File: src/rtl/core_pkg.sv
// -----------------------------------------------------------------------------
// core_pkg
//   Shared types and constants for the 5-stage core's hazard control.
//   - REG_AW      : register-address width used for rs/rt/rd fields
//   - hz_state_t  : sequencer states (RUN, MEM_WAIT, HALT)
//   - hz_ctrl_t   : bundle of pipeline enable/flush/freeze controls
//   - CTRL_*      : canonical control patterns; CTRL_BUBBLE is the pattern
//                   driven while reset is high (every register turned into
//                   a NOP, nothing advances)
// -----------------------------------------------------------------------------
package core_pkg;

   localparam int REG_AW = 5;

   typedef enum logic [1:0] {
      HZ_RUN      = 2'd0,
      HZ_MEM_WAIT = 2'd1,
      HZ_HALT     = 2'd2
   } hz_state_t;

   typedef struct packed {
      logic pc_write;
      logic if_id_write;
      logic if_id_flush;
      logic id_ex_hold;
      logic id_ex_flush;
      logic ex_mem_flush;
      logic mem_freeze;
   } hz_ctrl_t;

   // Reset pattern: nothing advances, every control register becomes a bubble.
   localparam hz_ctrl_t CTRL_BUBBLE = '{
      pc_write: 1'b0, if_id_write: 1'b0, if_id_flush: 1'b1, id_ex_hold: 1'b0,
      id_ex_flush: 1'b1, ex_mem_flush: 1'b1, mem_freeze: 1'b0};

   // Normal flow: fetch advances, nothing flushed or held.
   localparam hz_ctrl_t CTRL_RUN = '{
      pc_write: 1'b1, if_id_write: 1'b1, if_id_flush: 1'b0, id_ex_hold: 1'b0,
      id_ex_flush: 1'b0, ex_mem_flush: 1'b0, mem_freeze: 1'b0};

   // Data-memory wait: whole pipe frozen, no state lost.
   localparam hz_ctrl_t CTRL_FREEZE = '{
      pc_write: 1'b0, if_id_write: 1'b0, if_id_flush: 1'b0, id_ex_hold: 1'b1,
      id_ex_flush: 1'b0, ex_mem_flush: 1'b0, mem_freeze: 1'b1};

   // Taken branch resolved in MEM: load target, squash the three younger instrs.
   localparam hz_ctrl_t CTRL_BRANCH = '{
      pc_write: 1'b1, if_id_write: 1'b1, if_id_flush: 1'b1, id_ex_hold: 1'b0,
      id_ex_flush: 1'b1, ex_mem_flush: 1'b1, mem_freeze: 1'b0};

   // Load-use: hold PC and IF/ID, insert one bubble into ID/EX.
   localparam hz_ctrl_t CTRL_STALL = '{
      pc_write: 1'b0, if_id_write: 1'b0, if_id_flush: 1'b0, id_ex_hold: 1'b0,
      id_ex_flush: 1'b1, ex_mem_flush: 1'b0, mem_freeze: 1'b0};

endpackage

File: src/rtl/hazard_ctrl_unit_mem_wait_timer.sv
// -----------------------------------------------------------------------------
// mem_wait_timer
//   Counts consecutive data-memory busy cycles for the hazard sequencer.
//   Ports:
//     clk, reset  : core clock, async active-high reset (count -> 0)
//     i_clr       : clear the count; with i_inc also high the count loads 1
//                   (first busy cycle seen from RUN)
//     i_inc       : increment the count
//     o_tc        : terminal count, high while count == MEM_TIMEOUT-1
// -----------------------------------------------------------------------------
module mem_wait_timer #(
   parameter int MEM_TIMEOUT = 16,
   parameter int TMR_W       = 5
) (
   input  logic clk,
   input  logic reset,
   input  logic i_clr,
   input  logic i_inc,
   output logic o_tc
);

   logic [TMR_W-1:0] r_wt;

   always_ff @(posedge clk or posedge reset) begin
      if (reset) begin
         r_wt <= '0;
      end else if (i_clr) begin
         r_wt <= i_inc ? TMR_W'(1) : '0;
      end else if (i_inc) begin
         r_wt <= r_wt + TMR_W'(1);
      end
   end

   assign o_tc = (r_wt == TMR_W'(MEM_TIMEOUT - 1));

endmodule

File: src/rtl/hazard_ctrl_unit.sv
// -----------------------------------------------------------------------------
// hazard_ctrl_unit
//   Pipeline sequencer for the 5-stage core. Detects load-use hazards, taken
//   branches (resolved in MEM) and data-memory wait states, and drives the
//   PC / IF/ID / ID/EX / EX/MEM enable and flush controls. A small FSM
//   (RUN, MEM_WAIT, HALT) freezes the pipe during memory waits and latches a
//   sticky timeout error after MEM_TIMEOUT consecutive busy cycles.
//
//   Optional feature macro: HAZARD_PERF_EN adds saturating perf counters
//   lu_stall_cnt, br_flush_cnt, wait_cnt (PERF_W bits each).
//
//   Ports:
//     clk, reset            core clock, async active-high reset
//     id_rs, id_rt          source registers of the instruction in ID
//     id_uses_rt            ID instruction reads rt
//     ex_mem_read, ex_rt    load in EX and its destination register
//     mem_branch            taken branch resolved in MEM
//     mem_busy              data memory not ready this cycle
//     pc_write              PC update enable
//     if_id_write           IF/ID enable
//     if_id_flush           IF/ID -> NOP
//     id_ex_hold            ID/EX keeps contents
//     id_ex_flush           zero ID/EX control (bubble)
//     ex_mem_flush          zero EX/MEM control
//     mem_freeze            hold EX/MEM and MEM/WB
//     timeout_err           sticky memory-timeout flag
//     dbg_state             current sequencer state (hz_state_t encoding)
//
//   Handshake note: there is no valid/ready pair here; every control output
//   is a same-cycle combinational function of the registered state and the
//   current inputs, and the consuming pipeline registers sample it on the
//   next posedge clk.
// -----------------------------------------------------------------------------
module hazard_ctrl_unit #(
   parameter int REG_AW      = core_pkg::REG_AW,
   parameter int MEM_TIMEOUT = 16,
   parameter int TMR_W       = 5,
   parameter int PERF_W      = 32
) (
   input  logic              clk,
   input  logic              reset,
   input  logic [REG_AW-1:0] id_rs,
   input  logic [REG_AW-1:0] id_rt,
   input  logic              id_uses_rt,
   input  logic              ex_mem_read,
   input  logic [REG_AW-1:0] ex_rt,
   input  logic              mem_branch,
   input  logic              mem_busy,
   output logic              pc_write,
   output logic              if_id_write,
   output logic              if_id_flush,
   output logic              id_ex_hold,
   output logic              id_ex_flush,
   output logic              ex_mem_flush,
   output logic              mem_freeze,
   output logic              timeout_err,
   output logic [1:0]        dbg_state
`ifdef HAZARD_PERF_EN
   ,
   output logic [PERF_W-1:0] lu_stall_cnt,
   output logic [PERF_W-1:0] br_flush_cnt,
   output logic [PERF_W-1:0] wait_cnt
`endif
);

   import core_pkg::*;

   localparam logic [1:0] ST_RUN      = HZ_RUN;
   localparam logic [1:0] ST_MEM_WAIT = HZ_MEM_WAIT;
   localparam logic [1:0] ST_HALT     = HZ_HALT;

   // Elaboration-time parameter sanity: the timer must count up to
   // MEM_TIMEOUT without wrapping, and a timeout below 2 is meaningless
   // because the first busy cycle is always spent in RUN.
   if (MEM_TIMEOUT < 2 || (2 ** TMR_W) <= MEM_TIMEOUT || PERF_W < 1) begin : g_bad_cfg
      $error("hazard_ctrl_unit: invalid MEM_TIMEOUT/TMR_W/PERF_W");
   end

   logic [1:0] r_state;
   logic [1:0] w_state_nxt;
   logic       r_timeout_err;
   logic       w_err_set;
   logic       w_tmr_clr;
   logic       w_tmr_inc;
   logic       w_tmr_tc;
   logic       w_load_use;
   logic       w_freeze;
   logic       w_branch_flush;
   logic       w_lu_stall;
   hz_ctrl_t   w_ctrl;

   // ------------------------------------------------------------------
   // Hazard detection. r0 is hardwired zero, so a load to r0 never
   // creates a dependency.
   // ------------------------------------------------------------------
   assign w_load_use = ex_mem_read & (ex_rt != '0) &
                       ((ex_rt == id_rs) | (id_uses_rt & (ex_rt == id_rt)));

   // Freeze wins over everything. In MEM_WAIT with mem_busy low the unit
   // behaves exactly like RUN, so branch/load-use pending at release are
   // serviced in that same cycle.
   assign w_freeze       = (r_state == ST_HALT) | mem_busy;
   assign w_branch_flush = ~w_freeze & mem_branch;
   assign w_lu_stall     = ~w_freeze & ~mem_branch & w_load_use;

   // ------------------------------------------------------------------
   // Next-state and timer control.
   // ------------------------------------------------------------------
   always_comb begin
      w_state_nxt = r_state;
      w_tmr_clr   = 1'b0;
      w_tmr_inc   = 1'b0;
      w_err_set   = 1'b0;
      case (r_state)
         ST_RUN: begin
            if (mem_busy) begin
               // First busy cycle: the timer loads 1.
               w_state_nxt = ST_MEM_WAIT;
               w_tmr_clr   = 1'b1;
               w_tmr_inc   = 1'b1;
            end
         end
         ST_MEM_WAIT: begin
            if (mem_busy) begin
               w_tmr_inc = 1'b1;
               if (w_tmr_tc) begin
                  w_state_nxt = ST_HALT;
                  w_err_set   = 1'b1;
               end
            end else begin
               w_state_nxt = ST_RUN;
               w_tmr_clr   = 1'b1;
            end
         end
         ST_HALT: begin
            // Only reset leaves HALT.
            w_state_nxt = ST_HALT;
         end
         default: begin
            w_state_nxt = ST_RUN;
            w_tmr_clr   = 1'b1;
         end
      endcase
   end

   mem_wait_timer #(
      .MEM_TIMEOUT(MEM_TIMEOUT),
      .TMR_W      (TMR_W)
   ) u_mem_wait_timer (
      .clk  (clk),
      .reset(reset),
      .i_clr(w_tmr_clr),
      .i_inc(w_tmr_inc),
      .o_tc (w_tmr_tc)
   );

   always_ff @(posedge clk or posedge reset) begin
      if (reset) begin
         r_state       <= ST_RUN;
         r_timeout_err <= 1'b0;
      end else begin
         r_state <= w_state_nxt;
         if (w_err_set) begin
            r_timeout_err <= 1'b1;
         end
      end
   end

   // ------------------------------------------------------------------
   // Output decode. Reset is folded in combinationally so the bubble
   // pattern appears as soon as reset rises, without waiting for a clock.
   // ------------------------------------------------------------------
   always_comb begin
      w_ctrl = CTRL_RUN;
      if (reset) begin
         w_ctrl = CTRL_BUBBLE;
      end else if (w_freeze) begin
         w_ctrl = CTRL_FREEZE;
      end else if (w_branch_flush) begin
         w_ctrl = CTRL_BRANCH;
      end else if (w_lu_stall) begin
         w_ctrl = CTRL_STALL;
      end
   end

   assign pc_write     = w_ctrl.pc_write;
   assign if_id_write  = w_ctrl.if_id_write;
   assign if_id_flush  = w_ctrl.if_id_flush;
   assign id_ex_hold   = w_ctrl.id_ex_hold;
   assign id_ex_flush  = w_ctrl.id_ex_flush;
   assign ex_mem_flush = w_ctrl.ex_mem_flush;
   assign mem_freeze   = w_ctrl.mem_freeze;
   assign timeout_err  = r_timeout_err;
   assign dbg_state    = r_state;

`ifdef HAZARD_PERF_EN
   // ------------------------------------------------------------------
   // Saturating event counters; they stop at all-ones rather than wrap.
   // ------------------------------------------------------------------
   logic [PERF_W-1:0] r_lu_stall_cnt;
   logic [PERF_W-1:0] r_br_flush_cnt;
   logic [PERF_W-1:0] r_wait_cnt;

   always_ff @(posedge clk or posedge reset) begin
      if (reset) begin
         r_lu_stall_cnt <= '0;
         r_br_flush_cnt <= '0;
         r_wait_cnt     <= '0;
      end else begin
         if (w_lu_stall && (r_lu_stall_cnt != '1)) begin
            r_lu_stall_cnt <= r_lu_stall_cnt + PERF_W'(1);
         end
         if (w_branch_flush && (r_br_flush_cnt != '1)) begin
            r_br_flush_cnt <= r_br_flush_cnt + PERF_W'(1);
         end
         if (w_freeze && (r_wait_cnt != '1)) begin
            r_wait_cnt <= r_wait_cnt + PERF_W'(1);
         end
      end
   end

   assign lu_stall_cnt = r_lu_stall_cnt;
   assign br_flush_cnt = r_br_flush_cnt;
   assign wait_cnt     = r_wait_cnt;
`endif

endmodule

File: config.mk
export PLATFORM = sky130hd
export DESIGN_NAME = hazard_ctrl_unit
export DESIGN_NICKNAME = d
export VERILOG_FILES = /design/src/rtl/core_pkg.sv /design/src/rtl/hazard_ctrl_unit_mem_wait_timer.sv /design/src/rtl/hazard_ctrl_unit.sv
export SDC_FILE = /design/constraint.sdc
export NUM_CORES = 1
export LEC_CHECK = 0
export ABC_AREA = 0
export ABC_CLOCK_PERIOD_IN_PS = 1900
export CORE_MARGIN = 3
export CORE_UTILIZATION = 37
export DETAILED_ROUTE_END_ITERATION = 8
export PLACE_DENSITY = 0.78
export RECOVER_POWER = 100
export SLEW_MARGIN = 20
export SYNTH_ARGS = -nofsm -noshare
export SYNTH_HDL_FRONTEND = slang
export SYNTH_SLANG_ARGS = --single-unit
File: constraint.sdc
create_clock -name clk -period 1.9 [get_ports clk]
set_input_delay 0.285 -clock clk [delete_from_list [all_inputs] [get_ports clk]]
set_output_delay 0.285 -clock clk [all_outputs]
set_load 0.02 [all_outputs]
==> metrics.md <==
| Metric | Value |
|---|---|
| Status | `complete, no violations` |
| Total global routing overflow | `0` |
| CTS Sinks | `8` |
| Initial Utilization | `40.96%` |
| Final worst hold slack | `458.4 ps` |
| Setup ws final | `65.54 ps` |
| Cts hold-fix bufs | `0` |
| Area Overhead vs Synth | `67.19%` |
| Die Area | `about 0.002 mm^2` |
| Post-synthesis sequential area ratio | `36.20%` |
| Number of buffers created by CTS | `3` |
| RSZ-0062 raised after global routing | `false` |
| FP Rows | `13` |
| Worst vdd ir | `0.0002527 V` |
| Root buf cell | `clkbuf_4` |
| Setup Crit Path Kind | `input port to output port` |
| Clk Latency, worst-skew pair | `approximately 250 ps` |
| Hold Crit Endpoint | `timeout_err` |
| Critical Path RT | `~1600 ps` |
| CP max FO | `4` |
| Arr. time, crit path | `between 1500 and 2000 ps` |
| Dpl cells | `111` |
| # DRC | `0` |
| Hold Path Class | `flip-flop to flip-flop` |
| Gate Count Post-Synth | `approximately 60` |
| PwrDens | `428.4 mW/mm^2` |
| Initial antenna violation count | `0` |
| Hold depth | `1` |
| R2R Setup Slk | `610 ps` |
| Hold Crit Start | `timeout_err` |
| Max Clk Rate | `545.1 MHz` |
| Setup Slack @ Placement | `-640.3 ps` |
| R2R depth | `4` |
| Synth Register Bits | `8` |
| # port buffers | `30` |
| FF-to-FF Start | `u_mem_wait_timer.r_wt[0]` |
| MaxCap Viol Count | `0` |
| Static leakage | `0.0004887 uW` |
| Commonest non-fill, non-tap cell in the layout | `xor2_1` |
| Core area | `0.001350 mm^2` |
| Setup Total Neg Slack | `0 ps` |
| Filler cells | `about 120` |
| Layout Cells excl Fill | `114` |
| Ys Warns | `0` |
| Number of H-tree levels | `1` |
| Global-route wire length before repair | `2283 um` |
| CTS tree | `built` |
| Die X | `44.66 um` |
| Antenna viol nets, final | `0` |
| Clk buf depth | `2` |
| Via density | `about 5.1` |
| Setup crit end kind | `output port` |
| Largest net degree at the start of global routing | `9` |
| Post-synth cell types | `29` |
| Slew margin rel. | `between 70% and 80%` |
| EDFF count, synth | `0` |
| DRT Wirelength | `1422 um` |
| Final slew viol count | `0` |
| Mean Syn Cell Area | `around 9.4 um^2` |
| Startpoint types | `input port` |
| DP Wirelength | `between 1000 and 1500 um` |
| Die Span Y | `around 45 um` |
| Total track usage | `15.64%` |
| Syn_nets | `82` |
| Post-route minimum period | `around 1800 ps` |
| DR WL/cell | `12.47 um` |
| GPL Wtd Cong | `0.8205` |
| Num ports | `31` |
| Most frequent cells in the layout | `xor2_1 (9), dfrtp_1 (8), dlymetal6s2s_1 (6), clkbuf_2 (6), buf_4 (6)` |
| Period Utilization, post-route | `96.55%` |
| Worst R2R End | `u_mem_wait_timer.r_wt[4]` |
| Hold Violations, Final | `0` |
| Final nets | `between 100 and 150` |
| Drt first pass iters | `4` |
| Clock skew | `about 0.65 ps` |
| Vias in the first global route | `577` |
| Synth Cell Area | `553.0 um^2` |
| N_diodes | `0` |
| Worst Tran Pin Value | `437.9 ps` |
| Share of layout cells above drive strength 1 | `23.23%` |
| Top FF cell, synth | `dfrtp_1` |
| Clock Pin Slew Worst Setup and Hold Paths | `about 60 ps` |
| Routed via count | `577` |
| Final setup viols | `0` |
| Post-synth ARST share | `100.0%` |
| DRT iter0 DRCs | `7` |
[kinds of logic (layout without fill, tap and decap cells)]
family,after synthesis,in the layout,share of synthesized area [%]
multiplexers,1,1,1.810
flip-flops,8,8,36.20
adder cells (fa/ha/maj),2,2,4.524
AND/OR/NAND/NOR,15,15,15.39
buffers and inverters,7,47,6.786
AO/OA/AOI/OAI,15,15,17.88
XOR/XNOR,11,11,17.42
[synth_stat cells, types with 2 or more instances]
cell type | count | area, um^2
a21oi_1 | 3 | 15.01
nand3_1 | 2 | 10.01
inv_1 | 3 | 11.26
nor2_1 | 2 | 7.510
buf_4 | 3 | 22.52
o21ai_0 | 2 | 10.01
xnor2_1 | 2 | 17.52
dfrtp_1 | 8 | 200.2
ha_1 | 2 | 25.02
o21ai_1 | 2 | 10.01
xor2_1 | 9 | 78.83
nand2_1 | 4 | 15.01
[flip-flops by register name, indices dropped and copies added, names as in the netlist]
register	count
dbg_state	2
timeout_err	1
u_mem_wait_timer.r_wt	5
[final cells by class]
cell class / count / area, um^2 / share of cell area (%)
Timing Repair Buffer: 40 / 345.3 / 37.35
Tap cell: 15 / 18.77 / 2.030
Sequential cell: 8 / 200.2 / 21.65
Clock buffer: 3 / 22.52 / 2.436
Multi-Input combinational cell: 44 / 322.8 / 34.91
Inverter: 4 / 15.01 / 1.624
[routing by layer]
metal	up-vias	global-route usage [%]	wire [um]
met2	29	26.36	632
met5	-	0	0
met4	0	3.614	0
met1	257	16.75	594
met3	0	8.943	195
li1	291	-	-
[per-stage QoR]
stage          area [um^2]  util, %  total power (uW)
2_1_floorplan        553.0        -             209.8
3_3_place_gp         924.6    68.49             280.6
3_5_place_dp         924.6    68.49             281.5
4_1_cts              932.1    69.05             407.0
5_1_grt              924.6    68.49             418.1
6_report             924.6    68.49             396.1
[worst max-delay path by stage]
| stage | startpoint | to |
|---|---|---|
| floorplan | ex_rt[4] | pc_write |
| global placement | ex_rt[2] | if_id_write |
| detailed placement | ex_rt[2] | pc_write |
| CTS | id_rs[2] | pc_write |
| global route | ex_rt[1] | if_id_write |
| finish | mem_busy | if_id_flush |
[power by group]
part	internal [uW]	total [uW]	switching, uW
Sequential	170	170	0
Clock	72.4	131	58.8
Combinational	53.1	94.5	41.4
Total	296	396	100
[what timing repair did]
action,4_1_cts,5_1_grt
pin swaps,6,7
setup endpoints to repair,7,4
gates resized for setup,33,19
setup buffers,0,0
[worst max-delay path, cell delays in order]
cell and delay, ps:
clkdlybuf4s50_1 490, a21oi_1 50, buf_4 140, a21o_1 180
buf_4 130, clkdlybuf4s15_1 280
(Power assumes the default switching activity.)
